`config.mk`:
```
export PLATFORM = sky130hd
export DESIGN_NAME = dispatch_queue_ctrl
export DESIGN_NICKNAME = d
export VERILOG_FILES = /design/src/rtl/dispatch_queue_ctrl.sv
export SDC_FILE = /design/constraint.sdc
export NUM_CORES = 1
export LEC_CHECK = 0
export CORE_AREA = 2 2 88 90
export CTS_CLUSTER_DIAMETER = 150
export DETAILED_ROUTE_END_ITERATION = 7
export DIE_AREA = 0 0 90 92
export DONT_BUFFER_PORTS = 1
export HOLD_SLACK_MARGIN = 0.03
export PLACE_DENSITY = 0.78
export SLEW_MARGIN = 40
export SYNTH_ARGS = -nofsm -noshare
export SYNTH_HDL_FRONTEND = slang
export SYNTH_SLANG_ARGS = --single-unit
```
`constraint.sdc`:
```
create_clock -name clock -period 3.1 [get_ports clock]
set_clock_uncertainty 0.1 [all_clocks]
set_input_delay 0.93 -clock clock [delete_from_list [all_inputs] [get_ports clock]]
set_output_delay 0.93 -clock clock [all_outputs]
set_load 0.02 [all_outputs]
```
`src/rtl/dispatch_queue_ctrl.sv`:
```
// Dispatch RAM ring-buffer controller with a 2-entry output buffer that hides the RAM read latency.
// Optional debug reporting is compiled in with `define DISPATCH_QUEUE_REPORT_EN.
module dispatch_queue_ctrl #(
    parameter int CORE        = 0,
    parameter int DATA_WIDTH  = 32,
    parameter int INDEX_WIDTH = 3
) (
    input  logic                   clock,
    input  logic                   reset,
    input  logic                   flush,
    input  logic                   in_valid,
    output logic                   in_ready,
    input  logic [DATA_WIDTH-1:0]  in_data,
    output logic                   ram_write,
    output logic [INDEX_WIDTH-1:0] ram_in_address,
    output logic [DATA_WIDTH-1:0]  ram_in_data,
    output logic                   ram_read,
    output logic [INDEX_WIDTH-1:0] ram_out_address,
    input  logic [DATA_WIDTH-1:0]  ram_out_data,
    output logic                   out_valid,
    input  logic                   out_ready,
    output logic [DATA_WIDTH-1:0]  out_data,
    output logic [INDEX_WIDTH+1:0] count,
    input  logic                   report
);

    localparam logic [INDEX_WIDTH:0] FULL_OCC = {1'b1, {INDEX_WIDTH{1'b0}}};
    localparam logic [INDEX_WIDTH:0] PTR_ONE  = {{INDEX_WIDTH{1'b0}}, 1'b1};

    logic [INDEX_WIDTH:0]  wr_ptr;
    logic [INDEX_WIDTH:0]  rd_ptr;
    logic [INDEX_WIDTH:0]  occupancy;
    logic [1:0]            buf_cnt;
    logic                  inflight;
    logic [DATA_WIDTH-1:0] buf_head;
    logic [DATA_WIDTH-1:0] buf_tail;
    logic                  accept;
    logic                  issue;
    logic                  out_fire;
    logic                  push;

    always_comb begin
        occupancy = wr_ptr - rd_ptr;
        in_ready  = !flush && (occupancy != FULL_OCC);
        // Gating with reset keeps the RAM untouched while reset is held.
        accept    = in_valid && in_ready && reset;
        out_valid = (buf_cnt != 2'd0);
        out_fire  = out_valid && out_ready;
        push      = inflight;
        // Issue only when the buffer will still have room once the read returns.
        issue     = !flush && reset && (occupancy != '0) &&
                    (({1'b0, buf_cnt} + {2'b00, inflight}) < (3'd2 + {2'b00, out_fire}));
    end

    assign ram_write       = accept;
    assign ram_in_address  = wr_ptr[INDEX_WIDTH-1:0];
    assign ram_in_data     = in_data;
    assign ram_read        = issue;
    assign ram_out_address = rd_ptr[INDEX_WIDTH-1:0];
    assign out_data        = buf_head;
    assign count           = {1'b0, occupancy}
                           + {{(INDEX_WIDTH+1){1'b0}}, inflight}
                           + {{INDEX_WIDTH{1'b0}}, buf_cnt};

    always_ff @(posedge clock or negedge reset) begin
        if (!reset) begin
            wr_ptr   <= '0;
            rd_ptr   <= '0;
            buf_cnt  <= '0;
            inflight <= 1'b0;
            buf_head <= '0;
            buf_tail <= '0;
        end else if (flush) begin
            wr_ptr   <= '0;
            rd_ptr   <= '0;
            buf_cnt  <= '0;
            inflight <= 1'b0;
        end else begin
            if (accept)
                wr_ptr <= wr_ptr + PTR_ONE;
            if (issue)
                rd_ptr <= rd_ptr + PTR_ONE;
            inflight <= issue;

            case ({push, out_fire})
                2'b10: begin
                    if (buf_cnt == 2'd0)
                        buf_head <= ram_out_data;
                    else
                        buf_tail <= ram_out_data;
                    buf_cnt <= buf_cnt + 2'd1;
                end
                2'b01: begin
                    buf_head <= buf_tail;
                    buf_cnt  <= buf_cnt - 2'd1;
                end
                2'b11: begin
                    if (buf_cnt == 2'd2) begin
                        buf_head <= buf_tail;
                        buf_tail <= ram_out_data;
                    end else begin
                        buf_head <= ram_out_data;
                    end
                end
                default: ;
            endcase
        end
    end

`ifdef DISPATCH_QUEUE_REPORT_EN
    logic [31:0] cycle_cnt;

    always_ff @(posedge clock or negedge reset) begin
        if (!reset)
            cycle_cnt <= '0;
        else
            cycle_cnt <= cycle_cnt + 32'd1;
    end

    always_ff @(posedge clock) begin
        if (reset && report)
            $display("core%0d cyc=%0d wr=%0d rd=%0d buf=%0d infl=%0b cnt=%0d in_v=%0b in_r=%0b out_v=%0b out_r=%0b out_data=%h",
                     CORE, cycle_cnt, wr_ptr, rd_ptr, buf_cnt, inflight, count,
                     in_valid, in_ready, out_valid, out_ready, out_data);
    end
`else
    localparam int core_unused = CORE;
    logic report_unused;
    assign report_unused = report;
`endif

endmodule

```
# [After elaboration in Yosys (flattened, before gate mapping)]
# Index checks and enable logic that the tools add are counted.
# Widths: inputs -> output; s select.
[classes] add_sub_neg=9 n_reduce_logical=18 n_lt_le_gt_ge=1 eq_ne=8 bitwise_logic=1 mux=13
[ops] op="$mux 32" n=4
[ops] op="$pmux 32 s3" n=1
[ops] op="$pmux 32 s2" n=1
[ops] op="$mux 4" n=4
[ops] op="$add 4x1->4 const B" n=2
[ops] op="$reduce_bool 2->1" n=4
[ops] op="$logic_and 1x1->1" n=7
[ops] op="$eq 2x2->1 const B" n=3
[ops] op="$ne 2x2->1 const B" n=3
[ops] op="$reduce_bool 3->1" n=2
[ops] op="$add 4x1->5" n=1
[ops] op="$add 5x2->5" n=1
[ops] op="$ne 4x4->1 const B" n=1
[ops] op="$pmux 2 s2" n=1
[ops] op="$reduce_and 4->1" n=1
[ops] op="$reduce_bool 4->1" n=1
[ops] op="$sub 4x4->4" n=1
[ops] op="$add 2x1->3" n=1
[ops] op="$add 2x1->3 const A" n=1
[ops] op="$lt 3x3->1" n=1
[ops] op="$reduce_and 3->1" n=1
[ops] op="$add 2x1->2 const B" n=1
[ops] op="$eq 2x1->1 const B" n=1
[ops] op="$logic_not 2->1" n=1
[ops] op="5 further kinds" n=5
[word_totals] output_inout_bits=79 ff_bits=75 in_bits=70

# [Longest topological paths before layout]
# Gate-level depths: netlist (run 1).
[depth] word_depth=7 mapped_depth=9

# [Worst setup path after synthesis (run 1)]
# Ideal clock, no wire load.
[synth_timing] kind="input-to-output" start="in flush" end="out ram_read" setup_slack_ns=0.009 arrival_time_ns=2.061 path_stages=4 path_buffers=2 t_required_ns=2.070 path_cell_list="buf_2 nor3b_1 clkbuf_1 o211a_1"
[synth_between] elab_chain_cells=4
[synth_rtl] item="start, declared" line_no="10" text="input logic flush,"
[synth_rtl] item="$logic_not 1->1" line_no="51" text="issue = !flush && reset && (occupancy != '0) &&"
[synth_rtl] item="$logic_and 1x1->1 (3 in a row)" line_no="51"
[synth_rtl] item="end, declared" line_no="17" text="output logic ram_read,"
# No other way between the ends.

# [Worst setup path after layout (run 1)]
[layout_timing] start="reg wr_ptr[0]" end="out count[3]"
[layout_between] elab_chain_cells=3
[layout_rtl] item="start, declared" line_no="30" text="logic [INDEX_WIDTH:0] wr_ptr;"
[layout_rtl] item="start signal, assigned" line_no="80" text="wr_ptr <= wr_ptr + PTR_ONE;"
[layout_rtl] item="$sub 4x4->4" line_no="43" text="occupancy = wr_ptr - rd_ptr;"
[layout_rtl] item="$add 4x1->5" line_no="62" text="+ {{(INDEX_WIDTH+1){1'b0}}, inflight}"
[layout_rtl] item="$add 5x2->5" line_no="63" text="+ {{INDEX_WIDTH{1'b0}}, buf_cnt};"
[layout_rtl] item="end, declared" line_no="23" text="output logic [INDEX_WIDTH+1:0] count,"
# No other way between the ends.

==> results of run 1 <==
==> per-stage QoR <==
step                hold slack [ns]  setup TNS [ns]  total power [mW]
floorplan                    0.3635               0             2.872
global placement             0.3745               0             3.102
detailed placement           0.3905               0             3.182
CTS                          0.1500          -1.375             4.122
global route                 0.1453          -1.882             4.368
finish                       0.1725          -1.276             4.124
==> registers in the layout, indices dropped and copies added (netlist names) <==
name	count
wr_ptr	4
rd_ptr	4
buf_cnt	2
out_data	32
inflight	1
buf_tail	32
==> cells in the mapped netlist, types with 2 or more instances <==
cell type	count	area (µm²)
buf_2	12	60.06
nand2_1	4	15.01
nor2b_1	6	37.54
buf_4	39	292.8
o2111ai_1	6	52.55
and3_1	2	12.51
mux2i_1	34	340.3
dfrtp_1	75	1877
clkbuf_1	3	11.26
mux2_1	3	33.78
mux2_2	30	337.8
nand4_1	6	37.54
ha_1	8	100.1
inv_1	10	37.54
nand3_1	3	15.01
nor3_1	2	10.01
fa_1	3	60.06
nor2_1	38	142.6
xor2_1	3	26.28
a21oi_1	41	205.2
xnor2_1	3	26.28
o211a_1	2	20.02
nand2b_1	3	18.77
o211ai_1	2	15.01
o21ai_0	4	20.02
a211o_1	2	17.52
and3b_1	2	17.52
==> final cells by class <==
class                      count  area (µm²)
timing repair buffer          21       182.7
inverter                      11       41.29
sequential                    75        1877
multi-input combinational    227        1800
clock buffer                  10       137.6
fill                         655        3184
clock inverter                 6       96.34
tap                          102       127.6
==> worst min path at each step <==
stage | to | startpoint | cells past startpoint
floorplan | buf_tail[2] | buf_tail[2] | 1
global placement | buf_tail[31] | buf_tail[31] | 1
detailed placement | buf_tail[2] | buf_tail[2] | 1
CTS | out_data[28] | reset | 0
global route | buf_tail[27] | reset | 0
finish | buf_cnt[0] | reset | 0
==> cells in the final DEF (no fill, tap or decap), drive strengths merged, types with 2 or more instances in the layout <==
cell type,instances
a211o,2
a21oi,42
and3,2
and3b,2
buf,21
bufinv,2
clkbuf,10
clkinv,2
dfrtp,75
fa,3
ha,8
inv,12
mux2,33
mux2i,34
nand2,4
nand2b,3
nand3,3
nand4,6
nor2,38
nor2b,6
nor3,3
o2111ai,6
o211a,2
o211ai,2
o21ai,5
xnor2,3
xor2,3
==> power groups by stage <==
stage	Clock (mW)	Combinational [mW]	Sequential, mW
CTS	0.892	1.42	1.81
global route	0.932	1.59	1.85
floorplan	0	1.11	1.77
global placement	0	1.29	1.81
finish	0.873	1.45	1.80
detailed placement	0	1.36	1.82
==> kinds of logic (layout without fill, tap and decap cells) <==
kind of cell             count (synthesis)  count (layout)  synth area share [%]
AND/OR/NAND/NOR                         76              76                 9.706
AO/OA/AOI/OAI                           67              67                 10.54
adder cells (fa/ha/maj)                 11              11                 3.969
XOR/XNOR                                 6               6                 1.303
flip-flops                              75              75                 46.51
buffers and inverters                   66              48                 10.33
multiplexers                            67              67                 17.64
==> per-layer routing <==
layer | part of all wire (%) | GRT usage (%)
met1 | 40 | 21.82
met2 | 49 | 32.89
met4 | 2.0 | 10.13
met3 | 8.9 | 7.395
met5 | 0 | 0
==> timing repair <==
item	CTS	global route
hold endpoints to repair	0	0
gates resized for setup	9	4
setup endpoints to repair	7	7
pin swaps	4	4
buffers inserted	0	1
==> run_results.csv, run 1 <==
group,metric,value,unit
run_status,status,"complete, but fails checks",
run_status,violations,"negative setup slack",
power,seqPwrFrac,43.8,%
die,die_y,92,µm
clocking,clkTransAtPathRegs,0.09,ns
setup_path,cp.arrival,2.38,ns
sta,timing.fmax,292.9,MHz
place,post-place-ws,0.01865,ns
die,dieArea,0.008280,mm²
setup_path,crit_slowest_cell,"fa_2",
setup_path,startpoint,"wr_ptr[0]",
layout,synthToLayoutAreaGrowth,5.643,%
die,core-area,0.007447,mm²
sta,finalSetupViolCount,7,
synth,ys_warn_count,0,
run,max_cap_violations,0,
clocking,clock-sinks,75,
routing,dr.pass1.iters,4,
global_route,overflow,0,
setup_path,reg2reg_slack,0.57,ns
sta,period_needed,3.414,ns
synth,ys_seq_area_share,46.51,%
power,switching_share,40.91,%
sta,slew_headroom,48.86,%
setup_path,worstReg2RegEnd,"wr_ptr[1]",
routing,wl_per_cell,17.42,µm
clocking,numCtsBuffers,9,
sta,slew_viol_final,0,
clocking,ctsHoldBuffers,0,
power,ir_drop,0.0004826,V
setup_path,path_class,"reg -> out",
place,place_area,0.003970,mm²
layout,final_util,57.24,%
power,power.leakage,2.134,nW
place,dp_hpwl,5390,µm
synth,synth_edf_count,0,
place,numPortBuffers,0,
sta,fin_ws,-0.3144,ns
synth,synth_nets,449,
layout,n_antenna_cell,0,
routing,drc,0,
routing,vias,2582,
global_route,grt_usage,19.60,%
setup_path,critical-path-top-delay-family,"adder cells",
setup_path,crit_path_max_fanout,3,
power,pwr-share-comb,35.1,%
synth,async_reset_ff_share,100.0,%
die,dieWidth,90,µm
clocking,insertion_delay,0.34,ns
global_route,grt_max_degree,78,
die,initial_core_util,54.18,%
clocking,root_buffer,"clkbuf_8",
synth,syn_area_per_cell,10.97,µm²
clocking,clockBufferDepth,2,
setup_path,endpoint_kind,"output pin",
synth,synth_area,0.004035,mm²
layout,fin_cells,452,
setup_path,path_buf_inv,3,
sta,tightest_slew,0.7642,ns
setup_path,r2r_cells,8,
power,p_clk_share,21.2,%
layout,drive_gt1_share,23.43,%
routing,drt-vias-per-instance,5.712,
synth,synth_flop_cell,"dfrtp_1",
global_route,grt_pass1_wl,13100,µm
routing,drt_iter0_markers,156,
place,gp_congestion,0.8465,
setup_path,critPathCapture,"count[3]",
power,power_density,967.3,mW/mm²
setup_path,rr_startpoint,"wr_ptr[0]",
setup_path,worst-path-stages,9,
global_route,grt_antenna_before_repair,0,
sta,hold_viol_final,0,
setup_path,start_kind,"flip-flop",
die,ios,149,
layout,design_area,0.004263,mm²
global_route,first_global_vias,2859,
sta,fin_crit_sh,110.1,%
synth,ys_types,49,
power,switchingPower,1.687,mW
setup_path,crit_chain,"inv_1 > ha_2 > inv_2 > fa_2 > ha_4 > nor2b_4 > o21ai_2 > xnor2_1 > buf_4",
sta,rsz0062_at_grt,"true",
power,intPower,2.437,mW
synth,syn_inst,368,
die,placementRows,32,
clocking,htreeDepth,3,
setup_path,cp.required,2.07,ns
clocking,cts_tree,"done",
routing,final_antenna_net_count,0,
setup_path,cpPeakStageDelay,0.59,ns
layout,fin_nets,426,
place,dp_cells,435,
hold_path,hp-class,"in -> async",
routing,wl,7875,µm
synth,ys_ff_latch,75,
Note: power is estimated with default switching activity, not from simulation.
==> inputs of run 2 (changes only) <==
==> constraint.sdc (replaced) <==
create_clock -name clock -period 3.5 [get_ports clock]
set_clock_uncertainty 0.1 [all_clocks]
set_input_delay 1.05 -clock clock [delete_from_list [all_inputs] [get_ports clock]]
set_output_delay 1.05 -clock clock [all_outputs]
set_load 0.02 [all_outputs]
==> run 2 against run 1 <==
  * The flow now finishes without violations
  * Global-route usage down 0.37 points
  * Highest routed layer unchanged
  * Sequential power is 11% lower
  * Clock power down 14%
  * Final cell count fell by 0.22%
==> run_results.csv, run 2 (synthesized netlist as in run 1, its figures left out) <==
group,metric,value,unit
run_status,status,"finished clean",
place,dp_cells,432,
layout,final_cell_mix,"dfrtp_1 (75), a21oi_1 (41), nor2_1 (38), mux2i_1 (34), mux2_2 (30)",
power,ir_drop,0.0004601,V
routing,wl,7723,µm
clocking,clock-sinks,75,
power,switchingPower,1.456,mW
routing,final_antenna_net_count,0,
die,core-area,0.007447,mm²
clocking,htreeDepth,3,
global_route,grt_antenna_before_repair,0,
sta,timing.fmax,288.5,MHz
setup_path,rr_startpoint,"rd_ptr[0]",
setup_path,endpoint_kind,"output pin",
die,dieArea,0.008280,mm²
power,pwr-share-comb,34.9,%
layout,layout_commonest_cell,"dfrtp_1",
global_route,overflow,0,
routing,drt-vias-per-instance,5.696,
global_route,first_global_vias,2674,
global_route,grt_max_degree,78,
clocking,ctsHoldBuffers,0,
clocking,clockBufferDepth,2,
power,power_density,852.7,mW/mm²
routing,vias,2569,
setup_path,cp.arrival,2.32,ns
setup_path,start_kind,"flip-flop",
routing,wl_per_cell,17.12,µm
setup_path,cp.required,2.35,ns
layout,num-fill-cells,635,
die,die_y,92,µm
clocking,insertion_delay,0.34,ns
sta,slew_headroom,45.89,%
setup_path,crit_path_max_fanout,7,
clocking,clkTransAtPathRegs,0.08,ns
hold_path,hp-class,"in -> async",
setup_path,path_class,"reg -> out",
global_route,grt_usage,19.23,%
place,gp_congestion,0.8767,
place,dp_hpwl,5099,µm
place,numPortBuffers,0,
power,finalPower,3.606,mW
sta,fin_crit_sh,99.04,%
sta,tightest_slew,0.8055,ns
layout,drive_gt1_share,22.64,%
layout,synthToLayoutAreaGrowth,4.806,%
sta,finalSetupViolCount,0,
power,switching_share,40.37,%
setup_path,reg2reg_slack,0.95,ns
power,p_clk_share,20.8,%
layout,design_area,0.004229,mm²
sta,rsz0062_at_grt,"true",
die,initial_core_util,54.18,%
layout,final_util,56.79,%
layout,fin_cells,451,
sta,period_needed,3.466,ns
routing,dr.pass1.iters,6,
clocking,numCtsBuffers,9,
clocking,cts_tree,"done",
layout,fin_nets,425,
global_route,grt_pass1_wl,12770,µm
layout,n_antenna_cell,0,
die,ios,149,
die,dieWidth,90,µm
setup_path,startpoint,"rd_ptr[0]",
sta,tns,0,ns
routing,drt_iter0_markers,68,
power,power.leakage,2.125,nW
routing,drc,0,
power,intPower,2.150,mW
clocking,root_buffer,"clkbuf_8",
die,placementRows,32,
sta,slew_viol_final,0,
power,seqPwrFrac,44.3,%
run,max_cap_violations,0,
place,place_area,0.003935,mm²
sta,hold_viol_final,0,
-- run 2: layer usage --
metal | track usage, % | wire, µm | vias to the layer above
li1 | - | - | 1222
met1 | 24.01 | 3365 | 1255
met2 | 30.64 | 3653 | 80
met3 | 7.642 | 639 | 12
met4 | 6.538 | 63 | 0
met5 | 0 | 0 | -
-- run 2: timing repair --
item	4_1_cts	5_1_grt
resized for setup	5	7
cloned	0	0
endpoints found under the setup margin	2	4
pin swaps	6	7
endpoints found under the hold margin	0	0
buffers inserted	1	2
-- run 2: power groups by stage --
stage / sequential [mW] / clock (mW) / combinational (mW)
final: 1.60 / 0.750 / 1.26
after global routing: 1.64 / 0.814 / 1.39
after CTS: 1.60 / 0.777 / 1.18
after detailed placement: 1.61 / 0 / 1.16
after global placement: 1.60 / 0 / 1.11
after floorplan: 1.56 / 0 / 0.980
-- run 2: final timing paths --
path | endpoint | depth (start not counted)
max reg2reg | wr_ptr[1] | 7
max in group asynchronous | wr_ptr[3] | 0
min | rd_ptr[1] | 0
min reg2reg | buf_tail[31] | 1
max | ram_write | 6
min in group clock | buf_tail[31] | 1
-- run 2: through the flow --
| step | hold WS, ns | setup WS, ns |
|---|---|---|
| 3_5_place_dp | 0.3919 | 0.2349 |
| 6_report | 0.2933 | 0.03378 |
| 4_1_cts | 0.2743 | -0.05484 |
| 2_1_floorplan | 0.3635 | 0.1689 |
| 5_1_grt | 0.2599 | -0.03770 |
| 3_3_place_gp | 0.3737 | 0.2837 |
-- run 2: cell type report --
class                           count  area [µm²]  share of cell area (%)
Tap cell                          102       127.6                   3.018
Multi-Input combinational cell    227        1798                   42.51
Clock inverter                      6       87.58                   2.071
Sequential cell                    75        1877                   44.38
Timing Repair Buffer               20       160.2                   3.787
Inverter                           11       41.29                  0.9763
Clock buffer                       10       137.6                   3.254
-- run 2: critical path, stage by stage (launching register included) --
cell and delay, ns:
dfrtp_1 0.42, ha_4 0.18, inv_2 0.05, fa_2 0.48
nand2b_4 0.17, or2_4 0.28, o31a_1 0.41
